==> config.mk <==
export PLATFORM = sky130hd
export DESIGN_NAME = rr_arb_mux_flat
export DESIGN_NICKNAME = d
export VERILOG_FILES = /design/src/rtl/rr_arb_mux_if.sv /design/src/rtl/rr_arb_mux.sv /design/src/flat_wrapper.sv
export SDC_FILE = /design/constraint.sdc
export NUM_CORES = 1
export LEC_CHECK = 0
export BUFFER_PORTS_ARGS = -buffer_cell sky130_fd_sc_hd__buf_2
export CORE_MARGIN = 2
export CORE_UTILIZATION = 42
export CTS_CLUSTER_SIZE = 10
export DETAILED_ROUTE_END_ITERATION = 12
export PLACE_DENSITY = 0.8
export SYNTH_ARGS = -nofsm -noshare
export SYNTH_HDL_FRONTEND = slang
export SYNTH_SLANG_ARGS = --single-unit
export TNS_END_PERCENT = 30
==> constraint.sdc <==
create_clock -name clk -period 2.4 [get_ports clk]
set_clock_uncertainty 0.1 [all_clocks]
set_input_delay 0.48 -clock clk [delete_from_list [all_inputs] [get_ports clk]]
set_output_delay 0.48 -clock clk [all_outputs]
set_load 0.01 [all_outputs]
==> src/rtl/rr_arb_mux_if.sv <==
// Handshake bundle for the round-robin arbitrating mux: N valid/ready input lanes and one output lane.
interface rr_arb_mux_if #(
   parameter int unsigned NUM_IN     = 4,
   parameter int unsigned DATA_WIDTH = 8
);
   localparam int unsigned SEL_W = $clog2(NUM_IN);

   logic                  in_valid [NUM_IN];
   logic [DATA_WIDTH-1:0] in_data  [NUM_IN];
   logic                  in_ready [NUM_IN];
   logic                  out_valid;
   logic [DATA_WIDTH-1:0] out_data;
   logic [SEL_W-1:0]      out_sel;
   logic                  out_ready;

   // Producers and consumer side
   modport master (
      output in_valid, in_data, out_ready,
      input  in_ready, out_valid, out_data, out_sel
   );

   // Arbiter side
   modport slave (
      input  in_valid, in_data, out_ready,
      output in_ready, out_valid, out_data, out_sel
   );
endinterface

==> src/rtl/rr_arb_mux.sv <==
// Registered N-to-1 round-robin arbitrating mux with one output register stage.
module rr_arb_mux #(
   parameter int unsigned NUM_IN     = 4,
   parameter int unsigned DATA_WIDTH = 8
) (
   input  logic         clk,
   input  logic         rst,
   rr_arb_mux_if.slave  bus
);
   localparam int unsigned SEL_W = $clog2(NUM_IN);
   localparam logic [SEL_W-1:0] LAST_RST = SEL_W'(NUM_IN - 1);

   logic                  out_valid_q, out_valid_d;
   logic [DATA_WIDTH-1:0] out_data_q,  out_data_d;
   logic [SEL_W-1:0]      out_sel_q,   out_sel_d;
   logic [SEL_W-1:0]      last_grant_q, last_grant_d;

   logic                  load_en_c;
   logic                  grant_vld_c;
   logic [SEL_W-1:0]      grant_c;

   // Channel index base+k modulo NUM_IN; base < NUM_IN and k <= NUM_IN so one wrap suffices.
   function automatic logic [SEL_W-1:0] wrap_add(input logic [SEL_W-1:0] base, input int unsigned k);
      int unsigned s;
      s = 32'(base) + k;
      if (s >= NUM_IN) s = s - NUM_IN;
      return SEL_W'(s);
   endfunction

   // Output register can take a word when empty or draining this cycle.
   always_comb load_en_c = !out_valid_q || bus.out_ready;

   // Pick the first requesting channel after last_grant in wrap order.
   always_comb begin
      grant_vld_c = 1'b0;
      grant_c     = '0;
      if (load_en_c && !rst) begin
         for (int unsigned k = 1; k <= NUM_IN; k++) begin
            if (!grant_vld_c && bus.in_valid[wrap_add(last_grant_q, k)]) begin
               grant_vld_c = 1'b1;
               grant_c     = wrap_add(last_grant_q, k);
            end
         end
      end
   end

   // One-hot ready back to the granted producer only.
   for (genvar i = 0; i < NUM_IN; i++) begin : g_ready
      assign bus.in_ready[i] = grant_vld_c && (grant_c == SEL_W'(i));
   end

   // Next-state for the output stage and the arbiter pointer.
   always_comb begin
      out_valid_d  = out_valid_q;
      out_data_d   = out_data_q;
      out_sel_d    = out_sel_q;
      last_grant_d = last_grant_q;
      if (load_en_c) begin
         if (grant_vld_c) begin
            out_valid_d  = 1'b1;
            out_data_d   = bus.in_data[grant_c];
            out_sel_d    = grant_c;
            last_grant_d = grant_c;
         end else begin
            out_valid_d  = 1'b0;
         end
      end
   end

   // State registers; reset discards any held word and gives channel 0 first priority.
   always_ff @(posedge clk) begin
      if (rst) begin
         out_valid_q  <= 1'b0;
         out_data_q   <= '0;
         out_sel_q    <= '0;
         last_grant_q <= LAST_RST;
      end else begin
         out_valid_q  <= out_valid_d;
         out_data_q   <= out_data_d;
         out_sel_q    <= out_sel_d;
         last_grant_q <= last_grant_d;
      end
   end

   assign bus.out_valid = out_valid_q;
   assign bus.out_data  = out_data_q;
   assign bus.out_sel   = out_sel_q;
endmodule

==> src/flat_wrapper.sv <==
// flat-port wrapper written by rule: the top's interface ports become plain ports
module rr_arb_mux_flat 
#(
   parameter int unsigned NUM_IN     = 4,
   parameter int unsigned DATA_WIDTH = 8
)
  (clk, rst, bus_in_valid, bus_in_data, bus_out_ready, bus_in_ready, bus_out_valid, bus_out_data, bus_out_sel);
  rr_arb_mux_if #(.NUM_IN(NUM_IN), .DATA_WIDTH(DATA_WIDTH)) bus_i ();
  input  logic clk;
  input  logic rst;
  input wire logic [$bits(bus_i.in_valid)-1:0] bus_in_valid;
  input wire logic [$bits(bus_i.in_data)-1:0] bus_in_data;
  input wire logic [$bits(bus_i.out_ready)-1:0] bus_out_ready;
  output wire logic [$bits(bus_i.in_ready)-1:0] bus_in_ready;
  output wire logic [$bits(bus_i.out_valid)-1:0] bus_out_valid;
  output wire logic [$bits(bus_i.out_data)-1:0] bus_out_data;
  output wire logic [$bits(bus_i.out_sel)-1:0] bus_out_sel;
  assign bus_i.in_valid = {>>{bus_in_valid}};
  assign bus_i.in_data = {>>{bus_in_data}};
  assign bus_i.out_ready = bus_out_ready;
  assign bus_in_ready = {>>{bus_i.in_ready}};
  assign bus_out_valid = bus_i.out_valid;
  assign bus_out_data = bus_i.out_data;
  assign bus_out_sel = bus_i.out_sel;
  rr_arb_mux #(.NUM_IN(NUM_IN), .DATA_WIDTH(DATA_WIDTH)) u_core (.clk(clk), .rst(rst), .bus(bus_i));
endmodule
After elaboration in Yosys (flattened, before gate mapping)
Cells that the tools add are included.
Widths: inputs -> output; s select.
{ "op_classes": {"addsub": 8, "n_lt_le_gt_ge": 9, "n_eq_ne": 3, "mux": 37, "bitwise_logic": 5, "reduce_logical": 16} }
{ "ops": {"columns": ["op", "n"], "rows": [
  ["$mux 2", 13],
  ["$ge 3x3->1 const B", 8],
  ["$mux 1", 17],
  ["$bmux 8 s2", 1],
  ["$mux 8", 2],
  ["$not 2->3", 5],
  ["$bmux 1 s2", 4],
  ["$logic_and 1x1->1", 8],
  ["$sub 2x1->2 const B", 4],
  ["$add 2x2->3 const B", 2],
  ["$logic_not 1->1", 5],
  ["$add 2x3->4 const B", 1],
  ["$eq 2x2->1 const B", 2],
  ["$ge 4x3->1 const B", 1],
  ["$add 2x1->3 const B", 1],
  ["$eq 2x1->1 const B", 1],
  ["$logic_not 2->1", 1],
  ["$reduce_and 2->1", 1],
  ["$logic_or 1x1->1", 1]
]} }
{ "totals": {"reg_bits": 13, "elab_cells": 82} }

Depth between registers and ports, before layout
{ "logic_depth": {"ltp_word": 26, "depth_mapped": 7, "ltp_nobuf": 5} }

Least setup slack after synthesis
Ideal clock, no wire load.
{ "synth_timing": {"path_type": "input-to-output", "startpoint": "in bus_in_valid[3]", "endpoint": "out bus_in_ready[0]", "arrival_ps": 1614, "t_required_ps": 1820, "path_slack_ps": 206, "path_stages": 7, "path_buffers": 2, "cell_sequence": "buf_4 a21bo_2 a21oi_2 a311oi_4 nand2b_1 clkbuf_2 nor2_1"} }
{ "synth_via": {"elab_chain_cells": 19, "elab_cells_between_ends": 33} }
{ "synth_rtl": {"columns": ["element", "line_no", "text"], "rows": [
  ["from (decl)", "flat_wrapper.sv:11", "input wire logic [$bits(bus_i.in_valid)-1:0] bus_in_valid;"],
  ["$bmux 1 s2", "rr_arb_mux.sv:39", "if (!grant_vld_c && bus.in_valid[wrap_add(last_grant_q, k)]) begin"],
  ["$mux 1 (not written as such) (2 in a row)", "rr_arb_mux.sv:39", null],
  ["$mux 1", "rr_arb_mux.sv:39", null],
  ["$mux 1", "rr_arb_mux.sv:37", "if (load_en_c && !rst) begin"],
  ["$logic_not 1->1", "rr_arb_mux.sv:39", null],
  ["$logic_and 1x1->1", "rr_arb_mux.sv:39", null],
  ["$mux 1", "rr_arb_mux.sv:39", null],
  ["$mux 1", "rr_arb_mux.sv:37", null],
  ["(+2 left out)", null, null],
  ["$mux 1", "rr_arb_mux.sv:39", null],
  ["$mux 1", "rr_arb_mux.sv:37", null],
  ["$logic_not 1->1", "rr_arb_mux.sv:39", null],
  ["$logic_and 1x1->1", "rr_arb_mux.sv:39", null],
  ["$mux 2", "rr_arb_mux.sv:39", null],
  ["$mux 2", "rr_arb_mux.sv:37", null],
  ["$eq 2x2->1", "rr_arb_mux.sv:49", "assign bus.in_ready[i] = grant_vld_c && (grant_c == SEL_W'(i));"],
  ["$logic_and 1x1->1 *", "rr_arb_mux.sv:49", null],
  ["to (decl)", "flat_wrapper.sv:14", "output wire logic [$bits(bus_i.in_ready)-1:0] bus_in_ready;"]
]} }
Every way passes the cells marked *; elsewhere a longest branch is shown, timed or not. The select of a mux whose other input is x is not followed.

Final worst setup path
{ "layout_timing": {"startpoint": "reg u_core.last_grant_q[1]", "endpoint": "out bus_in_ready[0]"} }
{ "layout_via": {"elab_chain_cells": 24, "elab_cells_between_ends": 57} }
{ "layout_rtl": {"columns": ["element", "line_no", "text"], "rows": [
  ["from (decl)", "rr_arb_mux.sv:16", "logic [SEL_W-1:0] last_grant_q, last_grant_d;"],
  ["from (signal assigned)", "rr_arb_mux.sv:81", "last_grant_q <= last_grant_d;"],
  ["$add 2x1->3", "rr_arb_mux.sv:25", "s = 32'(base) + k;"],
  ["$ge 3x3->1 or $sub 2x1->2 (tied branches)", "rr_arb_mux.sv:26", "if (s >= NUM_IN) s = s - NUM_IN;"],
  ["$mux 2", "rr_arb_mux.sv:26", null],
  ["$mux 2", "rr_arb_mux.sv:37", null],
  ["$not 2->3 (not written as such)", "rr_arb_mux.sv:39", null],
  ["$bmux 1 s2", "rr_arb_mux.sv:39", null],
  ["$mux 1 (not written as such) (2 in a row)", "rr_arb_mux.sv:39", null],
  ["$mux 1", "rr_arb_mux.sv:39", null],
  ["(+7 left out)", null, null],
  ["$mux 1", "rr_arb_mux.sv:39", null],
  ["$mux 1", "rr_arb_mux.sv:37", null],
  ["$logic_not 1->1", "rr_arb_mux.sv:39", null],
  ["$logic_and 1x1->1", "rr_arb_mux.sv:39", null],
  ["$mux 2", "rr_arb_mux.sv:39", null],
  ["$mux 2", "rr_arb_mux.sv:37", null],
  ["$eq 2x2->1", "rr_arb_mux.sv:49", null],
  ["$logic_and 1x1->1 *", "rr_arb_mux.sv:49", null]
]} }
Marks and branches as above.

==> results_dict.tcl <==
set metrics [dict create \
    grt_max_degree 18 \
    worstHoldEndpoint "u_core.bus.out_data[3]" \
    ys_ff_latch 13 \
    crit_fanout 12 \
    cts_tree "built" \
    place_area_mm2 0.00131 \
    fin_tns_setup_ps 0 \
    cts_buffers 3 \
    drt-initial-drc-count 26 \
    areaGrowthSynthToFinish_pct 35.4 \
    gp_congestion 0.892 \
    timing.rr.start "u_core.last_grant_q[1]" \
    slew_headroom_pct 66.7 \
    final.setup.worst_slack_ps 33.0 \
    end_kind "output port" \
    firstDrtPassIters 4 \
    worstSetupPathType "reg2out" \
    drive_above_1_share_pct 41.7 \
    grt_pass1_vias 1018 \
    syn_inst 123 \
    antenna_found_initial 0 \
    cts_hold_buf 0 \
    die-area_mm2 0.00278 \
    synth_edf_count 0 \
    grt_pass1_wl_mm 4.48 \
    async_reset_ff_share_pct 0 \
    synth_ff_type "dfxtp_1" \
    core_area_mm2 0.00223 \
    worstHoldPathCells 3 \
    die_h_um 52.7 \
    synth.cell_area_um2 996 \
    yosysSeqAreaShare_pct 26.1 \
    arrival_ps 1790 \
    timing.hold.ws_ps 354 \
    antennaDiodeCount 0 \
    wl_per_cell_um 14.1 \
    ff2ff_path_depth 5 \
    drv_cap 0 \
    hold_violations 0 \
    synthMostInstantiatedCell "dfxtp_1" \
    io_pins 54 \
    syn-num-nets 162 \
    dieWidth_um 52.7 \
    hp-class "in2reg" \
    drcViolationCount 0 \
    avgSynthCellArea_um2 8.10 \
    ir_drop_uv 352 \
    drtAntennaViolNets 0 \
    utilization_pct 60.4 \
    fin_crit_sh_pct 98.6 \
    routed_wl_mm 2.93 \
    clock_sinks 13 \
    tightest_slew_ps 494 \
    row_count 17 \
    outcome "finished clean" \
    hp-start "bus_in_data[27]" \
    nNetsFinal 220 \
    synth_cell_types 42 \
    yosys-top-cells-area "dfxtp_1 26%, mux2i_1 7.0%, o211ai_1 5.3%" \
    clkTransAtPathRegs_ps 90 \
    setup_viol 0 \
    cts-root-buf "clkbuf_4" \
    p_leak_nw 0.631 \
    clock_path_buffers 2 \
    rrSetupSlack_ps 490 \
    synth.largest_area_cell "dfxtp_1" \
    place_ws_ps 41.8 \
    r2r_end "u_core.bus.out_data[4]" \
    gr-usage-all-layers_pct 21.3 \
    fin_crit_ps 2370 \
    final_cells 208 \
    dp_hpwl_mm 2.31 \
    synthTopCellsByCount "13 x dfxtp_1, 12 x nor2_1, 9 x o21ai_0" \
    netlist.area_leader.share_pct 26.1 \
    power_mw 0.742 \
    synth_warnings 0 \
    io_buffers 53 \
    drv_slew 0 \
    cellPowerDensity_mw_per_mm2 550 \
    dr_total_vias 1140 \
    initial_core_util_pct 44.6 \
    cts_htree_levels 1 \
    fmax_ghz 0.422 \
    overflow 0 \
    clock_latency_ps 260 \
    design_area_mm2 0.00135 \
    cp.required_ps 1820 \
    worstSetupStartpointType "flop" \
    dp.cells 204 \
    viasPerCell 5.48 \
    fill_cells 215 \
]
-- layout by cell type (no fill, tap or decap), drive strengths merged, types with 2 or more instances in the layout --
master   n
a211o    4
o221ai   2
o21ai    9
nand3    7
a21oi    7
or2      2
or3b     2
nand2b   3
a32oi    3
nor2    12
dfxtp   13
clkbuf   4
inv      5
mux2i    7
buf     61
nand2    5
nor2b    7
o211ai   7
a31oi    4
-- critical path, stage by stage, from the launching register on --
cell and delay [ps]:
dfxtp_4 390, or3b_1 370, a21oi_1 230, o311a_4 250
inv_1 60, nor2_1 90, buf_2 130
-- logic make-up (layout without fill, tap and decap cells) --
group | count (synthesis) | in the layout | share of synthesized area (%)
flops | 13 | 13 | 26.1
simple gates | 44 | 44 | 23.7
buf+inv | 13 | 70 | 7.16
compound gates | 45 | 45 | 34.8
mux | 8 | 8 | 8.17
-- flip-flops by register name (all words and copies together) (netlist names) --
name / cells
u_core.bus.out_data: 8
u_core.bus.out_sel: 2
u_core.last_grant_q: 2
u_core.bus.out_valid: 1
-- layout make-up --
class / count / area, µm² / share of cell area, %
multi-input combinational: 97 / 679 / 50.4
timing repair buffer: 61 / 325 / 24.1
sequential: 13 / 264 / 19.6
tap: 28 / 35.0 / 2.60
clock buffer: 4 / 26.3 / 1.95
inverter: 5 / 18.8 / 1.39
-- worst max-delay path by stage --
stage | start | to | slack, ps
4_1_cts | u_core.last_grant_q[1] | bus_in_ready[0] | 30
3_3_place_gp | bus_in_valid[3] | bus_in_ready[1] | 90
3_5_place_dp | bus_in_valid[3] | bus_in_ready[1] | 40
2_1_floorplan | bus_in_valid[3] | bus_in_ready[0] | 210
6_report | u_core.last_grant_q[1] | bus_in_ready[0] | 30
5_1_grt | u_core.last_grant_q[1] | bus_in_ready[0] | -50
-- metal layers --
layer / vias up / GRT usage [%] / wire (µm)
met5: - / 0 / 0
met4: 0 / 3.85 / 16
met2: 43 / 35.6 / 1420
met3: 2 / 3.43 / 200
met1: 521 / 28.9 / 1290
li1: 574 / - / -
-- where the power goes --
group	internal (mW)	total, mW	leakage (nW)	switching (mW)
clock	0.0641	0.131	0.0150	0.0673
combinational	0.157	0.330	0.507	0.173
sequential	0.255	0.281	0.109	0.0260
total	0.476	0.742	0.631	0.266
-- repair_timing --
action,CTS,global route
buffers inserted,0,0
resized for setup,1,2
pin swaps,0,1
cloned,0,0
setup endpoints to repair,3,3
Note: power is estimated with default switching activity, not from simulation.
